<file path="config.mk">
export PLATFORM = sky130hd
export DESIGN_NAME = ram_bist_ctrl
export DESIGN_NICKNAME = d
export VERILOG_FILES = /design/src/rtl/ram_bist_ctrl.sv
export SDC_FILE = /design/constraint.sdc
export NUM_CORES = 1
export LEC_CHECK = 0
export BUFFER_PORTS_ARGS = -buffer_cell sky130_fd_sc_hd__buf_4
export CAP_MARGIN = 40
export CORE_MARGIN = 2
export CORE_UTILIZATION = 30
export CTS_BUF_LIST = sky130_fd_sc_hd__clkbuf_16
export DETAILED_ROUTE_END_ITERATION = 8
export PLACE_DENSITY = 0.48
export SLEW_MARGIN = 20
export SYNTH_ARGS = -nofsm -noshare
export SYNTH_HDL_FRONTEND = slang
export SYNTH_SLANG_ARGS = --single-unit
export TNS_END_PERCENT = 50
</file>
<file path="constraint.sdc">
create_clock -name clk -period 2.3 [get_ports clk]
set_clock_uncertainty 0.15 [all_clocks]
set_input_delay 0.345 -clock clk [delete_from_list [all_inputs] [get_ports clk]]
set_output_delay 0.345 -clock clk [all_outputs]
set_load 0.02 [all_outputs]
</file>
<file path="src/rtl/ram_bist_ctrl.sv">
// ram_bist_ctrl: march BIST initiator (M0 write, M1/M2 read-check-invert, M3 read-check) for a single-port RAM.
// Optional BIST_ERR_COUNT_EN: adds err_count and runs every element to completion instead of aborting.
module ram_bist_ctrl #(
    parameter int          DATA_WIDTH = 8,
    parameter int          ADDR_WIDTH = 4,
    parameter int          READ_LAT   = 1,
    parameter logic [7:0]  PATTERN    = 8'h55
) (
    input  logic                  clk,
    input  logic                  rst_n,
    input  logic                  start,
    output logic                  busy,
    output logic                  done,
    output logic                  pass,
    output logic [ADDR_WIDTH-1:0] fail_addr,
    output logic [DATA_WIDTH-1:0] fail_data,
    output logic [1:0]            fail_elem,
`ifdef BIST_ERR_COUNT_EN
    output logic [ADDR_WIDTH+2:0] err_count,
`endif
    output logic                  ram_we,
    output logic [ADDR_WIDTH-1:0] ram_addr,
    output logic [DATA_WIDTH-1:0] ram_wdata,
    input  logic [DATA_WIDTH-1:0] ram_rdata
);

    typedef enum logic [2:0] {S_IDLE, S_M0, S_M1, S_M2, S_M3, S_DONE} state_e;
    typedef enum logic [1:0] {PH_RD, PH_WAIT, PH_CHK} phase_e;

    localparam int CNT_W = (READ_LAT > 2) ? $clog2(READ_LAT - 1) : 1;
    localparam logic [DATA_WIDTH-1:0] PAT  = DATA_WIDTH'(PATTERN);
    localparam logic [ADDR_WIDTH-1:0] LAST = '1;

    state_e                state_q, state_d;
    phase_e                phase_q, phase_d;
    logic [ADDR_WIDTH-1:0] addr_q, addr_d;
    logic [CNT_W-1:0]      cnt_q, cnt_d;
    logic                  err_seen_q, err_seen_d;
    logic                  busy_q, busy_d, done_q, done_d, pass_q, pass_d;
    logic [ADDR_WIDTH-1:0] fail_addr_q, fail_addr_d;
    logic [DATA_WIDTH-1:0] fail_data_q, fail_data_d;
    logic [1:0]            fail_elem_q, fail_elem_d;
    logic                  we_q, we_d;
    logic [ADDR_WIDTH-1:0] raddr_q, raddr_d;
    logic [DATA_WIDTH-1:0] wdata_q, wdata_d;
    logic [DATA_WIDTH-1:0] exp_data;
    logic [1:0]            cur_elem;
    logic                  mismatch;
`ifdef BIST_ERR_COUNT_EN
    logic [ADDR_WIDTH+2:0] err_cnt_q, err_cnt_d;
`endif

    always_ff @(posedge clk or negedge rst_n) begin
        if (!rst_n) begin
            state_q     <= S_IDLE;
            phase_q     <= PH_RD;
            addr_q      <= '0;
            cnt_q       <= '0;
            err_seen_q  <= 1'b0;
            busy_q      <= 1'b0;
            done_q      <= 1'b0;
            pass_q      <= 1'b0;
            fail_addr_q <= '0;
            fail_data_q <= '0;
            fail_elem_q <= '0;
            we_q        <= 1'b0;
            raddr_q     <= '0;
            wdata_q     <= '0;
`ifdef BIST_ERR_COUNT_EN
            err_cnt_q   <= '0;
`endif
        end else begin
            state_q     <= state_d;
            phase_q     <= phase_d;
            addr_q      <= addr_d;
            cnt_q       <= cnt_d;
            err_seen_q  <= err_seen_d;
            busy_q      <= busy_d;
            done_q      <= done_d;
            pass_q      <= pass_d;
            fail_addr_q <= fail_addr_d;
            fail_data_q <= fail_data_d;
            fail_elem_q <= fail_elem_d;
            we_q        <= we_d;
            raddr_q     <= raddr_d;
            wdata_q     <= wdata_d;
`ifdef BIST_ERR_COUNT_EN
            err_cnt_q   <= err_cnt_d;
`endif
        end
    end

    always_comb begin
        state_d     = state_q;
        phase_d     = phase_q;
        addr_d      = addr_q;
        cnt_d       = cnt_q;
        err_seen_d  = err_seen_q;
        pass_d      = pass_q;
        fail_addr_d = fail_addr_q;
        fail_data_d = fail_data_q;
        fail_elem_d = fail_elem_q;
`ifdef BIST_ERR_COUNT_EN
        err_cnt_d   = err_cnt_q;
`endif
        mismatch    = 1'b0;
        exp_data    = (state_q == S_M2) ? ~PAT : PAT;
        cur_elem    = (state_q == S_M1) ? 2'd1 : ((state_q == S_M2) ? 2'd2 : 2'd3);

        case (state_q)
            S_IDLE: begin
                if (start) begin
                    state_d     = S_M0;
                    phase_d     = PH_RD;
                    addr_d      = '0;
                    err_seen_d  = 1'b0;
                    pass_d      = 1'b0;
                    fail_addr_d = '0;
                    fail_data_d = '0;
                    fail_elem_d = '0;
`ifdef BIST_ERR_COUNT_EN
                    err_cnt_d   = '0;
`endif
                end
            end
            S_M0: begin
                if (addr_q == LAST) begin
                    state_d = S_M1;
                    phase_d = PH_RD;
                    addr_d  = '0;
                end else begin
                    addr_d = addr_q + 1'b1;
                end
            end
            S_M1, S_M2, S_M3: begin
                case (phase_q)
                    PH_RD: begin
                        cnt_d   = '0;
                        phase_d = (READ_LAT == 1) ? PH_CHK : PH_WAIT;
                    end
                    PH_WAIT: begin
                        if (int'(cnt_q) == READ_LAT - 2) phase_d = PH_CHK;
                        else                             cnt_d   = cnt_q + 1'b1;
                    end
                    default: begin
                        mismatch = (ram_rdata != exp_data);
                        phase_d  = PH_RD;
                        // Element boundaries: M1 ends at LAST, M2 walks down to 0, M3 ends the march.
                        case (state_q)
                            S_M1: begin
                                if (addr_q == LAST) begin
                                    state_d = S_M2;
                                    addr_d  = LAST;
                                end else begin
                                    addr_d = addr_q + 1'b1;
                                end
                            end
                            S_M2: begin
                                if (addr_q == '0) state_d = S_M3;
                                else              addr_d  = addr_q - 1'b1;
                            end
                            default: begin
                                if (addr_q == LAST) begin
                                    state_d = S_DONE;
                                    addr_d  = '0;
                                end else begin
                                    addr_d = addr_q + 1'b1;
                                end
                            end
                        endcase
                        if (mismatch) begin
                            err_seen_d = 1'b1;
                            if (!err_seen_q) begin
                                fail_addr_d = addr_q;
                                fail_data_d = ram_rdata;
                                fail_elem_d = cur_elem;
                            end
`ifdef BIST_ERR_COUNT_EN
                            if (err_cnt_q != '1) err_cnt_d = err_cnt_q + 1'b1;
`else
                            state_d = S_DONE;
                            addr_d  = '0;
`endif
                        end
                    end
                endcase
            end
            default: state_d = S_IDLE;
        endcase

        if (state_d == S_DONE) pass_d = ~err_seen_d;
        busy_d = (state_d inside {S_M0, S_M1, S_M2, S_M3});
        done_d = (state_d == S_DONE);

        // RAM pins are registered from the next state so they line up with the cycle they describe.
        we_d    = 1'b0;
        raddr_d = '0;
        wdata_d = '0;
        case (state_d)
            S_M0: begin
                we_d    = 1'b1;
                raddr_d = addr_d;
                wdata_d = PAT;
            end
            S_M1, S_M2, S_M3: begin
                raddr_d = addr_d;
                if (phase_d == PH_CHK && state_d != S_M3) begin
                    we_d    = 1'b1;
                    wdata_d = (state_d == S_M1) ? ~PAT : PAT;
                end
            end
            default: ;
        endcase
    end

    // Read data only arrives in the CHK cycle, so a failing word's write-back is masked live.
`ifdef BIST_ERR_COUNT_EN
    assign ram_we    = we_q;
    assign err_count = err_cnt_q;
`else
    assign ram_we    = we_q & ~mismatch;
`endif
    assign ram_addr  = raddr_q;
    assign ram_wdata = wdata_q;
    assign busy      = busy_q;
    assign done      = done_q;
    assign pass      = pass_q;
    assign fail_addr = fail_addr_q;
    assign fail_data = fail_data_q;
    assign fail_elem = fail_elem_q;

endmodule

</file>
After elaboration in Yosys (flattened, before gate mapping)
Index checks and enable logic that the tools add are counted.
{ "totals": {"reg_bits": 40, "output_inout_bits": 30} }
{ "op_classes": {"n_addsub": 2, "n_eq_ne": 18, "muxes": 54, "n_bitwise": 3, "n_reduce_logical": 14} }
{ "ops": {"columns": ["cell", "count"], "rows": [
  ["$mux 8", 7],
  ["$mux 4", 11],
  ["$pmux 8 s2", 2],
  ["$mux 3", 7],
  ["$pmux 4 s2", 2],
  ["$mux 2", 7],
  ["$eq 3x2->1 const B", 4],
  ["$pmux 4 s3", 1],
  ["$mux 1", 10],
  ["$eq 3x3->1 const B", 3],
  ["$pmux 3 s3", 1],
  ["$ne 2x2->1 const B", 4],
  ["$ne 8x8->1", 1],
  ["$pmux 2 s2", 2],
  ["$eq 3x1->1 const B", 2],
  ["$pmux 2 s3", 1],
  ["$pmux 3 s2", 1],
  ["$reduce_bool 2->1", 3],
  ["$reduce_or 3->1", 2],
  ["$reduce_and 5->1", 1],
  ["$add 4x1->4 const B", 1],
  ["$eq 4x4->1 const B", 1],
  ["$logic_not 4->1", 1],
  ["$pmux 1 s2", 2],
  ["other kinds (13)", 14]
]} }

Logic depth before layout (Yosys ltp)
{ "logic_depth": {"depth_word": 10, "depth_mapped": 9, "ltp_nobuf": 8} }

Worst setup path after synthesis
Ideal clock, no wire load.
{ "synth_timing": {"path_kind": "flip-flop to flip-flop", "from": "register addr_q[0]", "to": "register pass_q, in the netlist pass", "arrival_time_ps": 1848, "required_time_ps": 2027, "path_slack_ps": 179, "path_stages_with_launch": 8, "path_cell_list": "dfrtp_1 inv_1 ha_1 nor3b_4 nand2_1 a41o_1 o31a_1 mux2i_1"} }
{ "synth_via": {"elab_chain_len": 9} }
{ "synth_lines": {"columns": ["element", "line", "source"], "rows": [
  ["start, declared", "36", "logic [ADDR_WIDTH-1:0] addr_q, addr_d;"],
  ["start signal, assigned", "75", "addr_q <= addr_d;"],
  ["$eq 4x4->1 or $logic_not 4->1 (tied branches)", null, null],
  ["$mux 3, on equally long branches", "163, 151, 159", null],
  ["$pmux 3 s2", "149", "case (state_q)"],
  ["$mux 3", "171", "if (mismatch) begin"],
  ["$mux 3", "136", "case (phase_q)"],
  ["$pmux 3 s3 *", "110", "case (state_q)"],
  ["net state_d[1]", "34", "state_e state_q, state_d;"],
  ["$eq 3x3->1 *", null, null],
  ["net done_d", "39", "logic busy_q, busy_d, done_q, done_d, pass_q, pass_d;"],
  ["$reduce_bool 2->1 (no line)", null, null],
  ["$reduce_and 2->1 (no line)", null, null],
  ["end signal, assigned", "80", "pass_q <= pass_d;"],
  ["end, declared", "39", null]
]} }
Mark *: on every way through the listed nets, which the timed path passes. The rest lies on a longest branch.
A chain may end at the register's enable or synchronous reset.

Worst setup path after layout
{ "layout_timing": {"from": "register state_q[1]", "to": "output ram_we"} }
{ "layout_via": {"elab_chain_len": 7} }
{ "layout_lines": {"columns": ["element", "line", "source"], "rows": [
  ["start, declared", "34", null],
  ["start signal, assigned", "73", "state_q <= state_d;"],
  ["$eq 3x2->1", "107, 110", null],
  ["$mux 8", "107", "exp_data = (state_q == S_M2) ? ~PAT : PAT;"],
  ["$ne 8x8->1", "146", "mismatch = (ram_rdata != exp_data);"],
  ["$mux 1", "136", null],
  ["$mux 1 *", "110", null],
  ["$not 1->1 *", "221", "assign ram_we = we_q & ~mismatch;"],
  ["$and 1x1->1 *", "221", null],
  ["end, declared", "21", "output logic ram_we,"]
]} }
Mark *: on every way between the ends. The rest lies on a longest branch, timed or not.

==> flow_summary_export.csv <==
group,metric,value,unit
worst_setup_path,critPathArrivalTime,1700,ps
floorplanning,die_area,7160,um2
placed_design,hpwl,3460,um
worst_setup_path,crit_chain,"or3b_4, nand2_8, nand2_2, nor2_2, nor2b_1, buf_4",
synthesis,avgSynthCellArea,9.56,um2
sta,setup_viol,0,
worst_setup_path,critPathMaxStageDelay,450,ps
cells_and_area,area_delta_synth_final,33.7,%
floorplanning,start_util,30.9,%
cts,cts-buffers-inserted,5,
synthesis,yosysTopAreaCellShare,43.6,%
worst_setup_path,cp-end-kind,"output pin",
global_route,grt_remaining_overflow,0,
sta,period_minus_slack,2190,ps
cts,ctsHtreeMaxLevel,2,
synthesis,async_reset_ff_share,100,%
synthesis,ys_types,54,
worst_setup_path,path_class,"flip-flop to output pin",
sta,fin_setup_tns,0,ps
cts,clock_sinks,34,
worst_setup_path,crit_slowest_cell,"dfrtp_2",
floorplanning,die_w,84.6,um
cells_and_area,antenna_cells,0,
status,status,"finished, final reports clean",
global_route,grt_pass1_wl,8020,um
synthesis,synth_common_cells,"37 x nand2_1, 34 x dfrtp_1, 12 x nor2_1, 8 x a21oi_1, 7 x buf_4",
worst_setup_path,worst_setup_path_start_kind,"flip-flop",
cells_and_area,fin_util,41.3,%
cts,cts_root_buf,"clkbuf_16",
routing,ant_nets,0,
cells_and_area,nNetsFinal,275,
pwr,vdd_drop_max,0.000567,V
pwr,power_density,1370,nW/um2
worst_setup_path,r2r_end,"pass$_DFFE_PN0P_",
cells_and_area,drive_above_1_share,36.5,%
sta,rsz0062_at_grt,"no",
job,drv_cap,0,
sta,hold_viol,0,
floorplanning,rows,29,
global_route,grtUsageTotal,14.0,%
synthesis,syn_area,1950,um2
cts,cts.path.max_buffers,2,
worst_setup_path,startpoint,"state_q[1]$_DFF_PN0_",
routing,via_count,1653,
synthesis,syn_nets,217,
floorplanning,num_io_pins,41,
routing,wl,4680,um
floorplanning,fp.dieH,84.6,um
worst_setup_path,crit_cells,6,
worst_setup_path,path_buf_inv,1,
worst_setup_path,r2r-start,"addr_q[1]$_DFF_PN0_",
worst_setup_path,crit_fanout,10,
cts,path_clk_slew,50,ps
global_route,grt_max_degree,35,
synthesis,ys.flop_type,"dfrtp_1",
synthesis,synthTopCellsByArea,"dfrtp_1 44%, nand2_1 7.1%, buf_4 2.7%",
sta,holdWs,180,ps
global_route,antenna_found_initial,0,
sta,timing.fmax,0.456,GHz
routing,vias_per_cell,4.86,
global_route,grt_pass1_vias,1589,
cts,clk_latency,270,ps
synthesis,yosysMostFrequentCell,"nand2_1",
synthesis,synth.largest_area_cell,"dfrtp_1",
worst_setup_path,worstRegToRegCells,7,
synthesis,syn_inst,204,
hold_path,hold_path_class,"primary input to flip-flop",
floorplanning,coreArea,6310,um2
routing,routedWlPerCell,13.8,um
cts,tritoncts,"built",
sta,period_share,95.4,%
synthesis,ys_warn_count,0,
sta,worst_pin_slew,548,ps
worst_setup_path,crit_family,"simple AND/OR/NAND/NOR gates",
routing,drc_errors,0,
worst_setup_path,reg2reg_slack,160,ps
worst_setup_path,cp_data_required_time,1800,ps
synthesis,yosys_register_bits,34,
routing,drtIter0Drc,88,
sta,drv_slew,0,
placed_design,portBuffers,40,
pwr,power_leakage,1.23,nW
synthesis,synth_edf_count,0,
placed_design,place_congestion,0.879,
sta,maxSlewHeadroom,63.5,%
synthesis,synth-seq-area-share,43.6,%
worst_setup_path,endpoint,"ram_we",
routing,firstDrtPassIters,4,
==> area by class of cell <==
class	instances	area (um2)
Clock buffer	5	125
Clock inverter	3	12.5
Fill cell	660	3710
Inverter	5	18.8
Multi-Input combinational cell	147	967
Sequential cell	34	855
Tap cell	77	96.3
Timing Repair Buffer	69	533
==> worst min-delay path: cells and delay by family <==
family / cells / cell delay (ps)
buffers and inverters: 1 / 120
AND/OR/NAND/NOR: 1 / 50
AO/OA/AOI/OAI: 1 / 50
==> kinds of logic (layout without fill, tap and decap cells) <==
kind of cell,Yosys count,in the layout,synth area share (%)
flip-flops,34,34,43.6
adder cells (fa/ha/maj),2,2,1.28
XOR/XNOR,2,2,0.898
AO/OA/AOI/OAI,54,54,20.3
AND/OR/NAND/NOR,85,85,23.5
multiplexers,4,4,2.69
buffers and inverters,23,82,7.63
==> power by group <==
part | leakage (nW) | internal [mW] | switching, mW
Combinational | 0.710 | 0.908 | 1.06
Sequential | 0.443 | 0.810 | 0.162
Clock | 0.0724 | 0.391 | 0.233
==> worst min path at each step <==
stage	start	depth (start not counted)	endpoint	slack (ps)
2_1_floorplan	rst_n	0	addr_q[0]$_DFF_PN0_	-100
4_1_cts	ram_rdata[3]	3	fail_data[3]$_DFFE_PN0P_	180
3_5_place_dp	rst_n	1	addr_q[1]$_DFF_PN0_	180
5_1_grt	ram_rdata[1]	3	fail_data[1]$_DFFE_PN0P_	180
6_report	ram_rdata[0]	3	fail_data[0]$_DFFE_PN0P_	180
3_3_place_gp	rst_n	1	addr_q[0]$_DFF_PN0_	180
==> sequential cells by signal, indices dropped and copies added (netlist names) <==
register    flops
busy            1
we_q            1
addr_q          4
ram_addr        4
fail_elem       2
done            1
fail_data       8
fail_addr       4
phase_q         2
err_seen_q      1
ram_wdata       2
state_q         3
pass            1
==> layout by cell type, fill, tap and decap left out, types with 3 or more instances in the layout <==
| cell | Yosys | layout |
|---|---|---|
| o31ai_1 | 5 | 5 |
| nor2b_1 | 3 | 3 |
| o21ai_0 | 4 | 4 |
| dfrtp_1 | 34 | 31 |
| dfrtp_2 | 0 | 3 |
| inv_1 | 5 | 6 |
| a21o_1 | 5 | 5 |
| a21oi_1 | 8 | 8 |
| nor2_1 | 12 | 11 |
| clkbuf_16 | 0 | 5 |
| buf_4 | 7 | 67 |
| nand3b_1 | 4 | 4 |
| o21ai_2 | 6 | 6 |
| o21ai_1 | 3 | 3 |
| o22ai_1 | 4 | 4 |
| nand2_1 | 37 | 36 |
| mux2i_1 | 3 | 3 |
| nor3_1 | 4 | 4 |
| nand2b_1 | 5 | 5 |
| nor4bb_1 | 4 | 4 |
==> per-stage QoR <==
stage | instance area (um2) | setup WS (ps) | std cells | power [mW]
after detailed placement | 2390 | 130 | 324 | 2.88
final | 2610 | 106 | 340 | 3.56
after floorplan | 1950 | 179 | 204 | 2.17
after global routing | 2610 | 8.62 | 340 | 3.87
after CTS | 2550 | 12.1 | 333 | 3.54
after global placement | 2390 | 162 | 324 | 2.90
==> routing by layer <==
| layer | vias to the layer above | GRT usage (%) | share of wire (%) | routed length (um) |
|---|---|---|---|---|
| li1 | 840 | - | - | - |
| met1 | 761 | 19.3 | 48 | 2240 |
| met2 | 45 | 21.3 | 45 | 2130 |
| met3 | 7 | 3.64 | 4.8 | 226 |
| met4 | 0 | 4.62 | 1.8 | 84 |
| met5 | - | 0 | 0 | 0 |
==> what timing repair did <==
action,in CTS,in global routing
pin swaps,0,3
gates resized for setup,4,3
cloned,0,0
endpoints found under the setup margin,1,4
hold endpoints to repair,34,0
hold buffers,1,0
buffers inserted,0,7
(Power assumes the default switching activity.)
